File: src/rtl/jk_register_bank.sv
// WIDTH-bit bank of JK flip-flops with enable, up/down count, parallel load and cascade tc.
// Optional per-bit rise/fall event pulses are enabled by defining JKREG_EDGE_DETECT_EN.
module jk_register_bank #(
  parameter int              WIDTH   = 8,
  parameter logic [WIDTH-1:0] RST_VAL = '0
) (
  input  logic             clk,
  input  logic             rst,
  input  logic             en,
  input  logic [1:0]       mode,
  input  logic [WIDTH-1:0] j,
  input  logic [WIDTH-1:0] k,
  input  logic [WIDTH-1:0] d,
  output logic [WIDTH-1:0] q,
  output logic             tc,
  output logic [WIDTH-1:0] q_rise,
  output logic [WIDTH-1:0] q_fall
);

  localparam logic [1:0] MODE_JK   = 2'b00;
  localparam logic [1:0] MODE_UP   = 2'b01;
  localparam logic [1:0] MODE_DOWN = 2'b10;
  localparam logic [1:0] MODE_LOAD = 2'b11;

  logic [WIDTH-1:0] t_up;
  logic [WIDTH-1:0] t_down;
  logic [WIDTH-1:0] q_next;
  logic             carry_up;
  logic             carry_down;

  // Counting is a ripple of JK toggle enables: bit i toggles when all lower bits are 1 (up) or 0 (down).
  always_comb begin
    t_up       = '0;
    t_down     = '0;
    carry_up   = 1'b1;
    carry_down = 1'b1;
    for (int i = 0; i < WIDTH; i++) begin
      t_up[i]    = carry_up;
      t_down[i]  = carry_down;
      carry_up   = carry_up & q[i];
      carry_down = carry_down & ~q[i];
    end
  end

  always_comb begin
    q_next = q;
    case (mode)
      MODE_JK:   q_next = (j & ~q) | (~k & q);
      MODE_UP:   q_next = q ^ t_up;
      MODE_DOWN: q_next = q ^ t_down;
      MODE_LOAD: q_next = d;
      default:   q_next = q;
    endcase
  end

  always_ff @(posedge clk) begin
    if (!rst) begin
      q <= RST_VAL;
    end else if (en) begin
      q <= q_next;
    end
  end

  assign tc = en & (((mode == MODE_UP) & (&q)) | ((mode == MODE_DOWN) & ~(|q)));

`ifdef JKREG_EDGE_DETECT_EN
  logic [WIDTH-1:0] q_new;

  assign q_new = en ? q_next : q;

  // Pulses line up with the cycle in which the new q is visible.
  always_ff @(posedge clk) begin
    if (!rst) begin
      q_rise <= '0;
      q_fall <= '0;
    end else begin
      q_rise <= ~q & q_new;
      q_fall <= q & ~q_new;
    end
  end
`else
  assign q_rise = '0;
  assign q_fall = '0;
`endif

endmodule

File: config.mk
export PLATFORM = sky130hd
export DESIGN_NAME = jk_register_bank
export DESIGN_NICKNAME = d
export VERILOG_FILES = /design/src/rtl/jk_register_bank.sv
export SDC_FILE = /design/constraint.sdc
export NUM_CORES = 1
export LEC_CHECK = 0
export ABC_CLOCK_PERIOD_IN_PS = 3500
export BUFFER_PORTS_ARGS = -buffer_cell sky130_fd_sc_hd__buf_2
export CAP_MARGIN = 40
export CELL_PAD_IN_SITES_DETAIL_PLACEMENT = 0
export CELL_PAD_IN_SITES_GLOBAL_PLACEMENT = 2
export CORE_MARGIN = 5
export CORE_UTILIZATION = 23
export CTS_CLUSTER_SIZE = 25
export DETAILED_ROUTE_END_ITERATION = 6
export GPL_TIMING_DRIVEN = 0
export PLACE_DENSITY_LB_ADDON = 0.1
export RECOVER_POWER = 25
export SYNTH_ARGS = -nofsm -noshare
export SYNTH_HDL_FRONTEND = slang
export SYNTH_SLANG_ARGS = --single-unit
export TNS_END_PERCENT = 50
File: constraint.sdc
create_clock -name clk -period 3.5 [get_ports clk]
set_input_delay 0.35 -clock clk [delete_from_list [all_inputs] [get_ports clk]]
set_output_delay 0.35 -clock clk [all_outputs]
set_load 0.02 [all_outputs]
==> results of run 1 <==
==> cell families (layout without fill, tap and decap cells) <==
logic type	after synthesis	in the layout
compound gates	41	41
mux	2	2
flops	8	8
simple gates	37	37
fa+ha+maj	4	4
xor+xnor	3	3
other cells	1	16
buf+inv	31	71
==> per-layer routing <==
metal | track usage [%] | wire length, µm
met4 | 4.71 | 46
met1 | 13.4 | 1230
met5 | 0 | 0
met2 | 20.0 | 1440
met3 | 2.89 | 178
==> power by group through the flow <==
stage                     Clock (mW)  Sequential (mW)  Combinational, mW
after detailed placement           0            0.114              0.148
final                          0.113            0.112              0.147
after global routing           0.125            0.114              0.163
after global placement             0            0.113              0.148
after floorplan                    0            0.123             0.0943
after CTS                      0.118            0.112              0.149
==> final cells by class <==
class | instances | area share [%]
multi-input cells | 103 | 49.9
repair buffers | 37 | 14.3
flip-flops and latches | 8 | 12.7
plain buffers | 23 | 12.4
well taps | 50 | 4.98
clock buffers | 3 | 3.29
inverters | 8 | 2.39
==> metrics by stage <==
step	total power, mW	std cells	hold slack (ps)
global route	0.402	232	465
global placement	0.262	229	550
detailed placement	0.262	229	555
floorplan	0.217	142	488
CTS	0.379	232	437
finish	0.372	232	436
==> layout by cell type, fill, tap and decap left out, types with 5 or more instances in the layout <==
cell	n
o21ai_0	11
nand2_1	11
inv_1	8
dfxtp_1	8
clkbuf_1	9
nand2b_1	5
conb_1	16
buf_2	34
buf_4	16
nor3_1	6
a21oi_1	11
==> tightest hold or removal path: cells and delay by family <==
| family | cells | cell delay (ps) |
|---|---|---|
| AO/OA/AOI/OAI | 1 | 60 |
| buffers and inverters | 1 | 90 |
| AND/OR/NAND/NOR | 1 | 110 |
==> path summary, 6_finish.rpt <==
| path | start | to | slack (ps) | cells after the start |
|---|---|---|---|---|
| setup / recovery | mode[0] | tc | 990 | 8 |
| hold / removal | d[4] | q[4] | 440 | 3 |
| setup reg to reg | q[1] | q[7] | 1620 | 6 |
| hold reg to reg | q[7] | q[7] | 560 | 2 |
==> results.py, run 1 <==
metrics = {
    "timing": {
        "rsz0062_at_grt": "no",
        "finalSetupTns_ps": 0,
        "drv_slew": 0,
        "setup_ws_ps": 992,
        "setup_viol": 0,
        "fmax_mhz": 399,
        "fin_skew_ps": 0.635,
        "fin_crit_ps": 2510,
        "final.period_utilization_pct": 71.7,
        "final_hold_viol_count": 0,
    },
    "placement": {
        "port_buffers": 37,
        "dp_worst_setup_slack_ps": 986,
        "dpl_cell_area_um2": 1220,
        "gp_congestion": 0.768,
        "place_hpwl_um": 2320,
    },
    "worst_setup_path": {
        "slowest_stage": "or4b_4",
        "worst-path-max-fanout": 5,
        "max_stage_delay_ps": 510,
        "crit_path_end_kind": "primary output",
        "crit_family": "simple AND/OR/NAND/NOR gates",
        "path_class": "in2out",
        "crit_chain": "buf_2, inv_1, ha_1, or4b_4, or4_4, nor3_1, o21a_1, buf_2",
        "worstSetupStartpointType": "primary input",
        "critical_path_buf_inv_count": 3,
        "worstPathRequired_ps": 3150,
        "path_common_cell": "buf_2",
        "critPathArrivalTime_ps": 2160,
    },
    "clocking": {
        "clkLatencyLatePin_ps": 230,
        "path_clk_slew_ps": 40,
        "hold_buffers": 0,
        "clkSinkCount": 8,
        "clockBufferDepth": 2,
        "post_cts_buffers": 0,
        "cts.repair.resized": 0,
        "root_buffer": "clkbuf_8",
        "cts_made_buffers": 3,
        "cts_tree": "yes",
        "cts_max_level": 1,
    },
    "final_layout": {
        "ff_latch_area_um2": 160,
        "drive_gt1_share_pct": 32.4,
        "multiInputGateArea_um2": 627,
        "fin_util_pct": 31.9,
        "largest_register_ffs": 8,
        "syn_to_final_growth_pct": 37.2,
        "regMostFlops": "q",
        "antennaDiodeCount": 0,
        "final_nets": 217,
        "top_regs": "q (8)",
        "fillers": 445,
        "postLayoutCellArea_um2": 1260,
    },
    "hold_path": {
        "hp-class": "in2reg",
    },
    "global_route": {
        "grt_usage_pct": 11.6,
        "grt_pass1_wl_um": 4770,
        "grt_max_degree": 11,
        "grt_pass1_vias": 1067,
        "antenna_found_initial": 0,
        "grt-ovfl-total": 0,
    },
    "logic_synthesis": {
        "yosysMostFrequentCell": "buf_4",
        "synth-xor-area-share_pct": 2.87,
        "synth_seq_cells": 8,
        "ys_seq_area_share_pct": 17.5,
        "synth.avg_cell_area_um2": 7.21,
        "yosysUniqueCellTypes": 36,
        "synthSimpleGateAreaFrac_pct": 22.5,
        "yosysWarningCount": 0,
        "async_flop_share_pct": 0,
        "synthAdderAreaFrac_pct": 5.46,
        "ys_top_cells_by_area": "dfxtp_1, buf_4, a21oi_1, o21ai_0, ha_1",
        "synth_top_family_by_area": "compound AO/OA/AOI/OAI gates",
        "synth-compound-area-share_pct": 28.8,
        "ys_top_cells_by_count": "buf_4, a21oi_1, nand2_1, o21ai_0",
        "synth_mux_area_share_pct": 2.19,
        "synth_top_area_share_pct": 17.5,
        "ys.flop_type": "dfxtp_1",
        "synth_area_um2": 916,
        "yosys.area.top_type": "dfxtp_1",
        "synthCells": 127,
        "synth_edf_count": 0,
    },
    "route": {
        "drt_pre_antenna_iters": 4,
        "ant_nets": 0,
        "drtIter0Drc": 33,
        "wl_per_cell_um": 12.4,
        "drc": 0,
        "routed_wl_um": 2890,
        "vias": 1029,
        "viasPerCell": 4.44,
    },
    "floorplanning": {
        "io_pins": 54,
        "fp.dieArea_um2": 5340,
        "die_h_um": 73.1,
        "core-area_um2": 3940,
        "die_w_um": 73.1,
        "rows": 23,
        "start_util_pct": 23.2,
    },
    "power_and_ir_drop": {
        "internal_power_mw": 0.237,
        "peakVddDrop_v": 0.0000744,
        "pwr-share-comb_pct": 39.5,
        "total_leakage_power_nw": 0.589,
        "switchingPower_mw": 0.135,
        "power_density_nw_per_um2": 296,
        "power_switching_share_pct": 36.4,
        "p_clk_share_pct": 30.4,
        "p_seq_share_pct": 30.1,
    },
    "status": {
        "status": "finished, final reports clean",
    },
    "flow_run": {
        "drv_cap": 0,
    },
}
Note: power is estimated with default switching activity, not from simulation.
==> run 2, diff against run 1 <==
Settings changed: ABC_CLOCK_PERIOD_IN_PS 3500 to 2080, CORE_UTILIZATION 23 to 19.
Clock period 3.5 ns to 2.08 ns, I/O delays scaled along.
==> run 2 against run 1 <==
  * The run now ends with setup timing left
  * Global-route usage decreased by 1.3 points
  * Combinational power increased by 78%
  * Core utilization decreased by 3.4 points
  * Critical path type is now reg2out
  * Sequential power increased by 73%
  * Clock power increased by 70%
  * Register-to-register slack got worse by 1400 ps
  * First-iteration DRC count increased by 6.1%
  * Largest power group unchanged
  * Wire length increased by 11%
  * Cell count increased by 3.9%
  * Critical path depth decreased by 3
  * Cell area increased by 6.2%
  * Critical endpoint unchanged
==> results.py, run 2 (same netlist as run 1, synthesis figures left out) <==
metrics = {
    "final_layout": {
        "antennaDiodeCount": 0,
        "top_regs": "q (8)",
        "postLayoutCellArea_um2": 1330,
        "fin_cells": 241,
        "ff_latch_area_um2": 169,
        "regMostFlops": "q",
        "layout_commonest_cell": "buf_2",
        "multiInputGateArea_um2": 647,
        "fillers": 547,
        "final_nets": 222,
        "largest_register_ffs": 8,
        "layout_common_cells": "buf_2, buf_4, conb_1",
        "syn_to_final_growth_pct": 45.6,
        "drive_gt1_share_pct": 38.0,
    },
    "worst_setup_path": {
        "slowest_stage": "or4b_4",
        "max_stage_delay_ps": 540,
        "startpoint": "q[2]",
        "critPathArrivalTime_ps": 1980,
        "r2r_cells": 6,
        "endpoint": "tc",
        "worstPathRequired_ps": 1870,
        "r2r_setup_slack_ps": 190,
        "crit_path_end_kind": "primary output",
        "r2r-start": "q[2]",
        "crit_family": "simple AND/OR/NAND/NOR gates",
        "path_depth": 5,
        "worst-path-max-fanout": 6,
        "r2r_end": "q[7]",
        "crit_chain": "or4b_4, or4_4, nor3_2, o21a_1, buf_6",
        "worstSetupStartpointType": "flip-flop",
        "critical_path_buf_inv_count": 1,
        "path_class": "reg2out",
    },
    "clocking": {
        "cts_made_buffers": 3,
        "clockBufferDepth": 2,
        "root_buffer": "clkbuf_8",
        "path_clk_slew_ps": 50,
        "cts_tree": "yes",
        "cts_max_level": 1,
        "clkLatencyLatePin_ps": 230,
        "clkSinkCount": 8,
    },
    "timing": {
        "final.period_utilization_pct": 105,
        "worst_slew_pin_slew_ps": 560,
        "relSlewSlack_pct": 62.7,
        "rsz0062_at_grt": "yes",
        "setup_viol": 1,
        "holdWs_ps": 305,
        "fin_crit_ps": 2190,
        "drv_slew": 0,
        "fin_skew_ps": 4.03,
        "final_hold_viol_count": 0,
        "setup_ws_ps": -108,
        "fmax_mhz": 457,
    },
    "power_and_ir_drop": {
        "power_density_nw_per_um2": 485,
        "total_leakage_power_nw": 0.618,
        "peakVddDrop_v": 0.000135,
        "power_mw": 0.647,
    },
    "floorplanning": {
        "io_pins": 54,
        "fp.dieArea_um2": 6310,
        "rows": 25,
        "core-area_um2": 4690,
        "start_util_pct": 19.5,
        "die_h_um": 79.4,
        "die_w_um": 79.4,
    },
    "placement": {
        "dpl_cell_area_um2": 1220,
        "gp_congestion": 0.715,
        "port_buffers": 37,
        "dpl.cell_count": 233,
        "place_hpwl_um": 2510,
    },
    "route": {
        "viasPerCell": 4.43,
        "drt-met1-wl_um": 1430,
        "met2_length_um": 1570,
        "drt_pre_antenna_iters": 4,
        "wl_per_cell_um": 13.3,
        "drtIter0Drc": 35,
        "dr_wl_met3_um": 174,
        "routed_wl_um": 3210,
        "routed.top_layer": "met4",
        "vias": 1068,
        "drc": 0,
        "ant_nets": 0,
    },
    "global_route": {
        "grt-ovfl-total": 0,
        "antenna_found_initial": 0,
        "grt_usage_pct": 10.3,
        "grt_max_degree": 11,
        "grt_pass1_wl_um": 5070,
        "grt_pass1_vias": 1056,
    },
    "hold_path": {
        "hp-class": "in2reg",
    },
    "flow_run": {
        "drv_cap": 0,
    },
    "status": {
        "violations": "setup timing",
        "status": "finished with violations",
    },
}
[run 2: cell types whose count changed in the layout (fill, tap and decap cells not counted)]
cell,change
buf_2,-1
buf_4,+7
clkbuf_1,-1
dfxtp_1,-3
dfxtp_2,+1
dfxtp_4,+2
ha_1,-1
ha_4,+1
nand2b_1,-1
nand2b_2,+1
nor3_1,-1
nor3_2,+1
[run 2: worst register-to-register path, cell delays in order (launching register included)]
cell and delay (ps):
dfxtp_4 350, or4b_4 540, or4_4 440, buf_4 150, o22ai_2 160, a21oi_1 90, o41ai_1 60
[run 2: metrics by stage]
step | util, % | setup TNS, ps | setup WS [ps]
6_report | 28.4 | -108 | -108
3_5_place_dp | 26.1 | -291 | -165
4_1_cts | 27.5 | -206 | -206
2_1_floorplan | - | 0 | 6.76
5_1_grt | 28.4 | -192 | -192
3_3_place_gp | 26.1 | -257 | -152
[run 2: what timing repair did]
item,4_1_cts,5_1_grt
gates cloned,0,0
setup buffers,2,5
hold buffers,0,0
pin swaps,3,4
gates resized for setup,6,5
endpoints found under the setup margin,1,3
[run 2: report_power, final]
| part | internal [mW] | leakage (nW) | switching, mW |
|---|---|---|---|
| registers | 0.170 | 0.0679 | 0.0240 |
| clock network | 0.126 | 0.0216 | 0.0660 |
| logic | 0.114 | 0.528 | 0.147 |
| total | 0.410 | 0.618 | 0.237 |
[run 2: worst min-delay path by stage]
stage	startpoint	to	depth (start not counted)
final	d[3]	q[3]	3
after global routing	rst	q[0]	2
after CTS	d[4]	q[4]	3
after detailed placement	d[3]	q[3]	3
after global placement	d[4]	q[4]	3
after floorplan	rst	q[2]	2
[run 2: area by class of cell]
| class | instances | area share (%) |
|---|---|---|
| Buffer | 21 | 10.4 |
| Clock buffer | 3 | 3.10 |
| Inverter | 8 | 2.25 |
| Multi-Input combinational cell | 103 | 48.5 |
| Sequential cell | 8 | 12.7 |
| Tap cell | 54 | 5.07 |
| Timing Repair Buffer | 44 | 18.0 |
[run 2: metal layers]
metal | global-route usage [%] | vias to the layer above
li1 | - | 552
met1 | 12.7 | 480
met2 | 17.5 | 34
met3 | 1.81 | 2
met4 | 4.12 | 0
met5 | 0 | -
==> run 3, diff against run 2 <==
--- a/config.mk
+++ b/config.mk
@@ -13,4 +13,5 @@
 export CORE_MARGIN = 5
 export CORE_UTILIZATION = 19
+export CTS_BUF_LIST = sky130_fd_sc_hd__clkbuf_16
 export CTS_CLUSTER_SIZE = 25
 export DETAILED_ROUTE_END_ITERATION = 6
@@ -21,3 +22,3 @@
 export SYNTH_HDL_FRONTEND = slang
 export SYNTH_SLANG_ARGS = --single-unit
-export TNS_END_PERCENT = 50
+export TNS_END_PERCENT = 30
==> constraint.sdc (replaced) <==
create_clock -name clk -period 2.08 [get_ports clk]
set_input_delay 0.104 -clock clk [delete_from_list [all_inputs] [get_ports clk]]
set_output_delay 0.104 -clock clk [all_outputs]
set_load 0.02 [all_outputs]
==> run 3 against run 2 <==
  * The run now ends clean
  * Critical path depth did not move
  * Sequential share of layout area fell by 0.16 points
  * Sequential power barely moved
  * Total power rose by 20%
  * Cell count did not move
  * Count of clock-buffer cells in the layout did not move
  * Largest cell class unchanged
==> results.py, run 3 (same netlist as run 1, synthesis figures left out) <==
metrics = {
    "clocking": {
        "path_clk_slew_ps": 40,
        "root_buffer": "clkbuf_16",
        "clkSinkCount": 8,
        "cts_tree": "yes",
        "clockBufferDepth": 2,
        "cts_max_level": 1,
        "clkLatencyLatePin_ps": 230,
        "cts_made_buffers": 3,
    },
    "floorplanning": {
        "core-area_um2": 4690,
        "io_pins": 54,
        "die_h_um": 79.4,
        "fp.dieArea_um2": 6310,
        "die_w_um": 79.4,
        "rows": 25,
        "start_util_pct": 19.5,
    },
    "worst_setup_path": {
        "crit_family": "simple AND/OR/NAND/NOR gates",
        "critPathArrivalTime_ps": 1980,
        "worstPathRequired_ps": 1980,
        "worstSetupStartpointType": "flip-flop",
        "crit_chain": "or4b_4, or4_4, nor3_2, o21a_1, buf_6",
        "crit_path_end_kind": "primary output",
        "critical_path_buf_inv_count": 1,
        "path_class": "reg2out",
        "max_stage_delay_ps": 530,
        "worst-path-max-fanout": 6,
        "slowest_stage": "or4b_4",
    },
    "power_and_ir_drop": {
        "internal_power_mw": 0.530,
        "pwr-share-comb_pct": 33.1,
        "peakVddDrop_v": 0.000212,
        "power_switching_share_pct": 31.8,
        "total_leakage_power_nw": 0.629,
        "switchingPower_mw": 0.247,
        "p_seq_share_pct": 25.0,
        "power_density_nw_per_um2": 575,
        "p_clk_share_pct": 41.9,
    },
    "final_layout": {
        "postLayoutCellArea_um2": 1350,
        "regMostFlops": "q",
        "layout_common_cells": "buf_2, buf_4, conb_1",
        "fillers": 548,
        "antennaDiodeCount": 0,
        "top_regs": "q (8)",
        "final_nets": 222,
        "layout_commonest_cell": "buf_2",
        "syn_to_final_growth_pct": 47.5,
        "drive_gt1_share_pct": 36.4,
        "largest_register_ffs": 8,
    },
    "placement": {
        "gp_congestion": 0.715,
        "port_buffers": 37,
        "dpl_cell_area_um2": 1220,
        "place_hpwl_um": 2510,
    },
    "hold_path": {
        "hp-class": "in2reg",
    },
    "global_route": {
        "grtUsageMet2_pct": 17.4,
        "grt_usage_pct": 10.3,
        "top_usage_layer": "met2",
        "grt_pass1_wl_um": 5070,
        "grt_pass1_vias": 1058,
        "met3_usage_pct": 2.14,
        "grt_max_degree": 11,
        "grt_use_met1_pct": 12.7,
        "antenna_found_initial": 0,
        "grt-ovfl-total": 0,
    },
    "route": {
        "viasPerCell": 4.39,
        "routed_wl_um": 3200,
        "vias": 1059,
        "ant_nets": 0,
        "drtIter0Drc": 55,
        "drt_pre_antenna_iters": 4,
        "drc": 0,
        "wl_per_cell_um": 13.3,
    },
    "timing": {
        "final.period_utilization_pct": 100,
        "rsz0062_at_grt": "yes",
        "relSlewSlack_pct": 62.2,
        "drv_slew": 0,
        "setup_viol": 0,
        "final_hold_viol_count": 0,
        "fmax_mhz": 481,
        "worst_slew_pin_slew_ps": 566,
        "fin_skew_ps": 0.353,
        "fin_crit_ps": 2080,
        "finalSetupTns_ps": 0,
    },
    "status": {
        "status": "finished, final reports clean",
    },
    "flow_run": {
        "drv_cap": 0,
    },
}
==> run 3: worst paths after layout <==
path / start / endpoint / slack [ps] / cells past startpoint
setup reg to reg: q[2] / q[5] / 190 / 7
setup / recovery: q[2] / tc / 0.1 / 5
hold reg to reg: q[7] / q[7] / 580 / 2
hold / removal: d[3] / q[3] / 200 / 3
==> run 3: repair_timing <==
action | 4_1_cts | 5_1_grt
hold buffers | 0 | 0
gates resized for setup | 6 | 2
endpoints found under the hold margin | 0 | 0
pin swaps | 3 | 4
buffers inserted | 2 | 5
endpoints found under the setup margin | 1 | 2
==> run 3: final cells by class <==
class / count / area, µm² / share of cell area [%]
multi-input cells: 103 / 632 / 46.8
repair buffers: 44 / 239 / 17.7
flip-flops and latches: 8 / 169 / 12.5
plain buffers: 21 / 139 / 10.3
clock buffers: 3 / 75.1 / 5.56
well taps: 54 / 67.6 / 5.00
inverters: 8 / 30.0 / 2.22
==> run 3: per-stage QoR <==
step	std cells	hold WS [ps]	utilization (%)	setup WS [ps]	total power, mW
after global routing	241	235	28.8	-82.7	0.834
after global placement	233	415	26.1	-0.777	0.441
final	241	196	28.8	0.143	0.777
after floorplan	142	242	-	111	0.365
after CTS	237	190	28.2	-102	0.789
after detailed placement	233	432	26.1	-22.4	0.445
==> run 3: tightest hold or removal path, cell delays in order <==
cell and delay [ps]:
buf_2 80, a221oi_1 70, nor3_1 120
==> run 3: layer usage <==
metal	part of all wire (%)	wire, µm
met5	0	0
met2	50	1590
met4	0.72	23
met1	45	1430
met3	5.0	159
==> run 3: power groups by stage <==
stage | Sequential (mW) | Clock (mW) | Combinational [mW]
after floorplan | 0.207 | 0 | 0.159
after global placement | 0.191 | 0 | 0.251
after detailed placement | 0.191 | 0 | 0.253
after CTS | 0.194 | 0.340 | 0.254
after global routing | 0.198 | 0.348 | 0.287
final | 0.194 | 0.325 | 0.258
